<file path="config.mk">
export PLATFORM = sky130hd
export DESIGN_NAME = scan_test_ctrl
export DESIGN_NICKNAME = d
export VERILOG_FILES = /design/src/rtl/scan_test_ctrl.sv
export SDC_FILE = /design/constraint.sdc
export NUM_CORES = 1
export LEC_CHECK = 0
export ABC_AREA = 1
export CAP_MARGIN = 20
export CORE_AREA = 2 2 61 92
export DETAILED_ROUTE_END_ITERATION = 10
export DIE_AREA = 0 0 63 94
export PLACE_DENSITY = 0.78
export SKIP_LAST_GASP = 1
export SLEW_MARGIN = 25
export SYNTH_ARGS = -nofsm -noshare
export SYNTH_HDL_FRONTEND = slang
export SYNTH_SLANG_ARGS = --single-unit
</file>
<file path="constraint.sdc">
create_clock -name clk -period 1.9 [get_ports clk]
set_input_delay 0.19 -clock clk [delete_from_list [all_inputs] [get_ports clk]]
set_output_delay 0.19 -clock clk [all_outputs]
set_load 0.03 [all_outputs]
</file>
<file path="src/rtl/scan_test_ctrl.sv">
// Scan-chain test sequencer: loads patterns over valid/ready, shifts them through the
// chain, captures, unloads responses and counts mismatches against expected vectors.
module scan_test_ctrl #(
  parameter int unsigned CHAIN_LEN = 4,
  parameter int unsigned FAIL_W    = 8,
  parameter int unsigned IDX_W     = 8
) (
  input  logic                 clk,
  input  logic                 rst_n,
  input  logic                 start,
  input  logic                 pat_valid,
  output logic                 pat_ready,
  input  logic [CHAIN_LEN-1:0] pat_data,
  input  logic [CHAIN_LEN-1:0] exp_data,
  input  logic                 pat_last,
  output logic                 si,
  output logic                 se,
  input  logic                 so,
  output logic                 busy,
  output logic                 done,
  output logic                 pass,
  output logic [FAIL_W-1:0]    fail_cnt,
  output logic [IDX_W-1:0]     first_fail
);

  localparam int unsigned CNT_W = (CHAIN_LEN > 1) ? $clog2(CHAIN_LEN) : 1;

  typedef enum logic [2:0] {
    S_IDLE,
    S_LOAD,
    S_SHIFT,
    S_CAPTURE,
    S_UNLOAD,
    S_CMP,
    S_DONE
  } state_t;

  state_t               state, next_state;
  logic [CNT_W-1:0]     cnt, cnt_n;
  logic [CHAIN_LEN-1:0] stim, stim_n;
  logic [CHAIN_LEN-1:0] resp_shift, resp_n;
  logic [CHAIN_LEN-1:0] exp_nxt, exp_nxt_n;
  logic [CHAIN_LEN-1:0] exp_cur, exp_cur_n;
  logic                 last_flag, last_n;
  logic                 resp_pending, pend_n;
  logic [IDX_W-1:0]     idx, idx_n;
  logic [FAIL_W-1:0]    fail_cnt_n;
  logic [IDX_W-1:0]     first_fail_n;
  logic                 si_n, se_n, ready_n, busy_n, done_n, pass_n;
  logic                 take, do_cmp, hs, cnt_last;

  assign hs       = pat_valid & pat_ready;
  assign cnt_last = (cnt == CNT_W'(CHAIN_LEN - 1));

  // State and datapath registers; outputs are registered from their next-state decode.
  always_ff @(posedge clk or negedge rst_n) begin
    if (!rst_n) begin
      state        <= S_IDLE;
      cnt          <= '0;
      stim         <= '0;
      resp_shift   <= '0;
      exp_nxt      <= '0;
      exp_cur      <= '0;
      last_flag    <= 1'b0;
      resp_pending <= 1'b0;
      idx          <= '0;
      fail_cnt     <= '0;
      first_fail   <= '1;
      si           <= 1'b0;
      se           <= 1'b0;
      pat_ready    <= 1'b0;
      busy         <= 1'b0;
      done         <= 1'b0;
      pass         <= 1'b0;
    end else begin
      state        <= next_state;
      cnt          <= cnt_n;
      stim         <= stim_n;
      resp_shift   <= resp_n;
      exp_nxt      <= exp_nxt_n;
      exp_cur      <= exp_cur_n;
      last_flag    <= last_n;
      resp_pending <= pend_n;
      idx          <= idx_n;
      fail_cnt     <= fail_cnt_n;
      first_fail   <= first_fail_n;
      si           <= si_n;
      se           <= se_n;
      pat_ready    <= ready_n;
      busy         <= busy_n;
      done         <= done_n;
      pass         <= pass_n;
    end
  end

  // Next-state, datapath and output decode.
  always_comb begin
    next_state   = state;
    cnt_n        = '0;
    stim_n       = stim;
    resp_n       = resp_shift;
    exp_nxt_n    = exp_nxt;
    exp_cur_n    = exp_cur;
    last_n       = last_flag;
    pend_n       = resp_pending;
    idx_n        = idx;
    fail_cnt_n   = fail_cnt;
    first_fail_n = first_fail;
    take         = 1'b0;
    do_cmp       = 1'b0;

    case (state)
      S_IDLE, S_DONE: begin
        if (start) begin
          next_state   = S_LOAD;
          fail_cnt_n   = '0;
          first_fail_n = '1;
          idx_n        = '0;
          pend_n       = 1'b0;
        end
      end
      S_LOAD: begin
        if (hs) begin
          take       = 1'b1;
          next_state = S_SHIFT;
        end
      end
      S_SHIFT: begin
        resp_n = {resp_shift[CHAIN_LEN-2:0], so};
        stim_n = stim << 1;
        if (cnt_last) next_state = S_CAPTURE;
        else          cnt_n      = cnt + CNT_W'(1);
      end
      S_CAPTURE: begin
        // Any owed compare of the previous pattern is folded into this cycle.
        pend_n    = 1'b1;
        exp_cur_n = exp_nxt;
        do_cmp    = resp_pending;
        if (last_flag) begin
          next_state = S_UNLOAD;
        end else if (hs) begin
          take       = 1'b1;
          next_state = S_SHIFT;
        end else begin
          next_state = S_UNLOAD;
        end
      end
      S_UNLOAD: begin
        resp_n = {resp_shift[CHAIN_LEN-2:0], so};
        if (cnt_last) next_state = S_CMP;
        else          cnt_n      = cnt + CNT_W'(1);
      end
      S_CMP: begin
        do_cmp     = 1'b1;
        pend_n     = 1'b0;
        next_state = last_flag ? S_DONE : S_LOAD;
      end
      default: next_state = S_IDLE;
    endcase

    if (take) begin
      stim_n    = pat_data;
      exp_nxt_n = exp_data;
      last_n    = pat_last;
    end

    if (do_cmp) begin
      idx_n = idx + IDX_W'(1);
      if (resp_shift != exp_cur) begin
        if (fail_cnt != '1) fail_cnt_n = fail_cnt + FAIL_W'(1);
        if (fail_cnt == '0) first_fail_n = idx;
      end
    end

    se_n    = (next_state == S_SHIFT) || (next_state == S_UNLOAD);
    si_n    = (next_state == S_SHIFT) ? stim_n[CHAIN_LEN-1] : 1'b0;
    ready_n = (next_state == S_LOAD) || ((next_state == S_CAPTURE) && !last_n);
    busy_n  = (next_state != S_IDLE) && (next_state != S_DONE);
    done_n  = (next_state == S_DONE);
    pass_n  = (next_state == S_DONE) && (fail_cnt_n == '0);
  end

endmodule

</file>
==> key figures <==
Final layout
  • Util after Layout: 64.4%
  • Commonest non-fill, non-tap cells in the layout: 76 x nand2_1, 56 x inv_1, 44 x dfrtp_1
  • Fin cells: 448
  • Area growth syn-to-layout: 19.5%
  • # nets final: 397
  • Most common cell after layout, fill and taps aside: nand2_1
  • Layout cell share with drive strength beyond 1: 13.7%
  • Ant diodes: 0

Critical path
  • CP startpoint kind: flip-flop
  • Cells along the critical path: inv_2, nand3_2, nand2_2, nand2_4, inv_6, nand3_4, inv_2, nand2_1, a21boi_1, nand2_1, nor2_1
  • Slowest CP cell: dfrtp_1
  • R2R Path End: pass$_DFF_PN0_
  • Critical Path Fanout Max: 9
  • CP Data Arrival Time: 1.95 ns
  • Crit Path Category: reg -> reg
  • R2r startpoint: state[1]$_DFF_PN0_
  • Crit path capture type: flip-flop
  • Worst Path Required: approximately 2.1 ns
  • R2R cell count: 11
  • Crit. Startpoint: state[1]$_DFF_PN0_
  • CP peak stage delay: 0.46 ns
  • R2r setup slk: 0.18 ns
  • CP endpoint: pass$_DFF_PN0_

Die
  • Num ports: 36
  • Die area: 5920 um2
  • Die X: 63 um
  • Core Area: 5080 um2
  • # rows: 32
  • Die height: 94 um
  • Initial core utilization: 53.9%

STA
  • Finish-stage setup viols: 0
  • Slew Viols, Final: 0
  • Final hold viol count: 0
  • Final setup margin: approximately 0.18 ns
  • RSZ-0062 raised after global routing: false
  • Period utilisation layout: ~90%
  • Worst Tran Pin Value: 0.681 ns
  • Worst slew margin: a little over half
  • Final Critical Period: 1.72 ns
  • Clock Skew: 0.00983 ns
  • F_max: 582 MHz
  • Final setup TNS: 0 ns

Detailed routing
  • Met1 WL: around 2.3 mm
  • Vias per inst: 5.00
  • Top sig layer: met4
  • Drc violations: 0
  • Vias: approximately 2.2k
  • Final antenna-violating net count: 0
  • Met3 wire length: 148 um
  • Per-cell routed wire length: 11.7 um
  • Routed wl met2: 2.76 mm
  • 1st-iter DRT viols: between 60 and 70
  • Routed WL: roughly 5.3 mm
  • DRT Pass-1 Iters: 4

Synth
  • #FFs+latches synth: 53
  • Mux cell area share after synthesis: 0.365%
  • Synth Area in XOR/XNOR: 1.28%
  • Unique masters post-synth: 36
  • YS warnings: 0
  • Synth Area in Simple Gates: 26.9%
  • Syn Area/Cell: 8.19 um2
  • Sequential fraction of the synthesis area: 48.7%
  • Cell taking the most area after synthesis: dfrtp_1
  • Post-Synthesis Cells: ~340
  • Cell Area, Synth: 2740 um2
  • Syn_nets: approximately 350
  • Compound-Gate Fraction of Synth Area: 10.3%
  • Largest family of logic cells by synthesized area: simple AND/OR/NAND/NOR gates
  • Top cell type's share of synthesized area: 41.1%
  • Adder-cell share of the synthesized area: 1.82%
  • Ranking of synthesized cells by area: dfrtp_1 41%, nand2_1 10%, dfstp_2 7.7%, inv_1 7.7%, nor2_1 3.7%

Global route
  • GRT Total Usage: 19.5%
  • Largest net degree at the start of global routing: 33
  • Grt total ovfl: 0
  • Initial antenna violation count: 0
  • Global-route wire length before repair: 9.33 mm
  • Vias in the first global route: about 2.2k

Clocking
  • Clk Tree Root Cell: clkbuf_8
  • CTS H-tree lvls: 2
  • CTS Buf Count: 5
  • TritonCTS sink count: between 50 and 60
  • Clock Path Buffers: 2
  • Clock transition at path regs: about 0.10 ns
  • TritonCTS clock tree: yes
  • Clk_lat worst skew: approximately 0.31 ns

Hold path
  • Worst Hold Class: in -> reg

Placed design
  • Pre-CTS setup slack: 0.158 ns
  • Port Buf Inserts: 35
  • HPWL after DPL: 4.06 mm
  • GPL Wtd Cong: slightly below 0.9
  • Dpl cells: 439

Pwr
  • Leak Pwr: 1.63 nW
  • Pwr dens: 1370 nW/um2
  • Peak supply drop: 0.000685 V

Flow run
  • Max-cap violations: 0

Status
  • Status: finished clean
## routing by layer
metal  GRT usage, %  up-vias
met4           6.67        0
met5              0        -
met3           2.28        8
li1               -     1135
met1           23.0     1057
met2           36.3       42
## area by class of cell
cell class                      count  area (um2)
Clock buffer                        7        76.3
Clock inverter                      1        8.76
Fill cell                         486        1810
Inverter                           67         256
Multi-Input combinational cell    211        1120
Sequential cell                    53        1340
Tap cell                           68        85.1
Timing Repair Buffer               41         393
## flip-flops by register name, indices dropped and copies added, names as in the netlist, 2 cells and up
name and count:
first_fail 8, exp_nxt 4, stim 4, fail_cnt 8, state 3, exp_cur 4
cnt 2, idx 8, resp_shift 4
## power breakdown
part	total [W]	internal, W	switching [W]
Clock	0.000621	0.000264	0.000357
Combinational	0.00207	0.000766	0.00131
Sequential	0.00180	0.00156	0.000242
Total	0.00450	0.00259	0.00191
## cells in the mapped netlist
master and number:
a21boi_1 2, a21oi_1 5, buf_2 1, buf_6 1, buf_8 1, clkbuf_1 1, dfrtp_1 45, dfstp_2 8
ha_1 4, inv_1 56, inv_2 10, inv_6 1, mux2i_1 1, nand2_1 76, nand2_2 7, nand2_4 3
nand2_8 1, nand3_1 18, nand3_2 3, nand3_4 1, nand4_1 4, nor2_1 27, nor2_8 1, nor3_1 3
nor4_1 1, o21ai_0 18, o21ai_1 12, o21ai_2 3, o221ai_1 2, o22ai_1 5, o31ai_1 1, o32ai_1 1
or2_0 6, or2_1 2, xnor2_1 2, xor2_1 2
## worst max-delay path, delay by kind of cell (launching register included)
family | cells | cell delay, ns
AO/OA/AOI/OAI | 1 | 0.15
buffers and inverters | 3 | 0.31
flip-flops | 1 | 0.46
AND/OR/NAND/NOR | 7 | 0.71
## logic make-up after synthesis
kind of cell | count (synthesis)
flops | 53
compound gates | 49
mux | 1
buf+inv | 71
fa+ha+maj | 4
simple gates | 153
xor+xnor | 4
## metrics by stage
step           total power, W  hold slack [ns]  cell area, um2
2_1_floorplan         0.00328           -0.106            2740
3_3_place_gp          0.00385            0.276            3180
3_5_place_dp          0.00392            0.273            3180
4_1_cts               0.00454            0.439            3270
5_1_grt               0.00487            0.473            3280
6_report              0.00450            0.441            3280
## timing repair
item,4_1_cts,5_1_grt
setup buffers,0,0
hold buffers,1,0
hold endpoints to repair,22,0
gates resized for setup,0,2
endpoints found under the setup margin,0,1
## how the worst min path moves through the flow
stage / slack, ns / start / depth (start not counted) / to
2_1_floorplan: -0.11 / rst_n / 0 / busy$_DFF_PN0_
3_3_place_gp: 0.28 / rst_n / 1 / resp_shift[3]$_DFFE_PN0P_
3_5_place_dp: 0.27 / rst_n / 1 / resp_shift[3]$_DFFE_PN0P_
4_1_cts: 0.44 / pat_data[0] / 3 / stim[0]$_DFFE_PN0P_
5_1_grt: 0.47 / cnt[0]$_DFF_PN0_ / 1 / cnt[0]$_DFF_PN0_
6_report: 0.44 / pat_data[0] / 3 / stim[0]$_DFFE_PN0P_
(Power assumes the default switching activity.)
==> edit: new RTL, config.mk and constraints unchanged <==
Take the reset off `resp_shift` and load it in a clocked block of its own.
--- a/src/rtl/scan_test_ctrl.sv
+++ b/src/rtl/scan_test_ctrl.sv
@@ -58,7 +58,6 @@
       state        <= S_IDLE;
       cnt          <= '0;
       stim         <= '0;
-      resp_shift   <= '0;
       exp_nxt      <= '0;
       exp_cur      <= '0;
       last_flag    <= 1'b0;
@@ -76,7 +75,6 @@
       state        <= next_state;
       cnt          <= cnt_n;
       stim         <= stim_n;
-      resp_shift   <= resp_n;
       exp_nxt      <= exp_nxt_n;
       exp_cur      <= exp_cur_n;
       last_flag    <= last_n;
@@ -91,6 +89,10 @@
       done         <= done_n;
       pass         <= pass_n;
     end
+  end
+
+  always_ff @(posedge clk) begin
+    resp_shift <= resp_n;
   end
 
   // Next-state, datapath and output decode.
Check against the original RTL: no difference found for any inputs over 10 cycles, from zero or initial values and one cycle with rst_n low; that may be too few to reach the edited logic, so the function may still have changed.
==> edit against the original RTL <==
  * Count of clock-buffer cells in the layout fell by 2
  * Global-route usage increased by 0.93 points
  * Fmax shrank 3.3%
  * Cell area about the same
  * Area after synthesis fell by 2.7%
  * Sequential share of layout area rose by 0.58 points
  * Wire length up 2.5%
  * Die area is the same
  * Cell count shrank 4.0%
  * Worst setup slack got worse by 0.059 ns
  * Sequential cell count is the same
  * Power decreased by 2.0%
  * Critical path type unchanged
  * Critical endpoint unchanged
  * Highest routed layer unchanged
==> edit: results (changes against the original RTL) <==
Detailed routing
  • Vias: 2190 (-2.3%)
  • Post-Route WL: 5.39 mm (+2.5%)
  • Met2 WL: 2.92 mm (+5.7%)
  • DR vias/cell: 5.09 (+1.8%)
  • DR WL met3: 187 um (+26%)

Global routing
  • GRT met2 Usage: 37.4% (+1.1 points)
  • Total global-route track usage: 20.4% (+0.93 points)
  • Largest net degree at the start of global routing: 29 (-12%)
  • Met1 Track Usage GR: 22.6% (-0.40 points)
  • First-pass GRT wire length: 9.47 mm (+1.5%)

Synth
  • Synth top area cells: dfrtp_1 38%, nand2_1 10%, dfstp_2 7.9%
  • Net Count, Synth: 332 (-5.9%)
  • Synth cell count leaders: 71 x nand2_1, 51 x inv_1, 41 x dfrtp_1, 28 x nor2_1, 19 x nand3_1
  • Ys async rst share: 92.5% (-7.5 points)
  • Syn avg cell area: 8.50 sq um (+3.8%)

Finish
  • Fillers: 432 (-11%)
  • Share of cells above drive strength 1: 15.2% (+1.5 points)
  • CLK BUF: 5 (-2)
  • Bufs w/o clock: 43 (+4.9%)
  • Signal inverters: 57 (-15%)
  • Final #Nets: 379 (-4.5%)
  • Multi-In Gates: 201 (-4.7%)
  • Sequential cell area share: 41.4% (+0.58 points)

STA
  • Slew @ Worst Pin: 0.506 ns (-0.175 ns)
  • WHS: 0.364 ns (-0.0764 ns)

Place
  • Dpl cells: 421 (-4.1%)
  • Placer Congestion: 0.814 (-7.2%)
  • Pre-CTS setup slack: 0.107 ns (-0.0509 ns)

Power and ir drop
  • Power per standard cell area: 1340 nW/um^2 (-2.0%)
  • Leakage power: 0.00155 uW (-4.9%)

Min path
  • Worst min path class: input port to asynchronous set/reset pin

Outcome
  • Outcome: completed
==> edit: worst register-to-register path: cells and delay by family (launching register included) <==
kind / cells / cell delay (ns)
buf+inv: 2 / 0.31
compound gates: 1 / 0.15
flops: 1 / 0.45
simple gates: 8 / 0.79
==> edit: power by group through the flow <==
stage          clock network (uW)  registers, uW  logic, uW
3_3_place_gp                    0           1770       1800
2_1_floorplan                   0           1970       1050
6_report                      797           1770       1840
3_5_place_dp                    0           1790       1840
4_1_cts                       811           1760       1860
5_1_grt                       864           1810       2060
==> edit: what timing repair did <==
item                                    4_1_cts  5_1_grt
hold buffers                                  1        0
gates resized for setup                       0        4
hold endpoints to repair                     17        0
endpoints found under the setup margin        0        1
==> edit: logic make-up after synthesis <==
logic type | count (synthesis) | synth area share [%]
simple gates | 149 | 26.5
buf+inv | 60 | 9.05
flops | 53 | 50.8
compound gates | 40 | 8.67
mux | 5 | 2.06
fa+ha+maj | 4 | 1.88
xor+xnor | 3 | 0.985
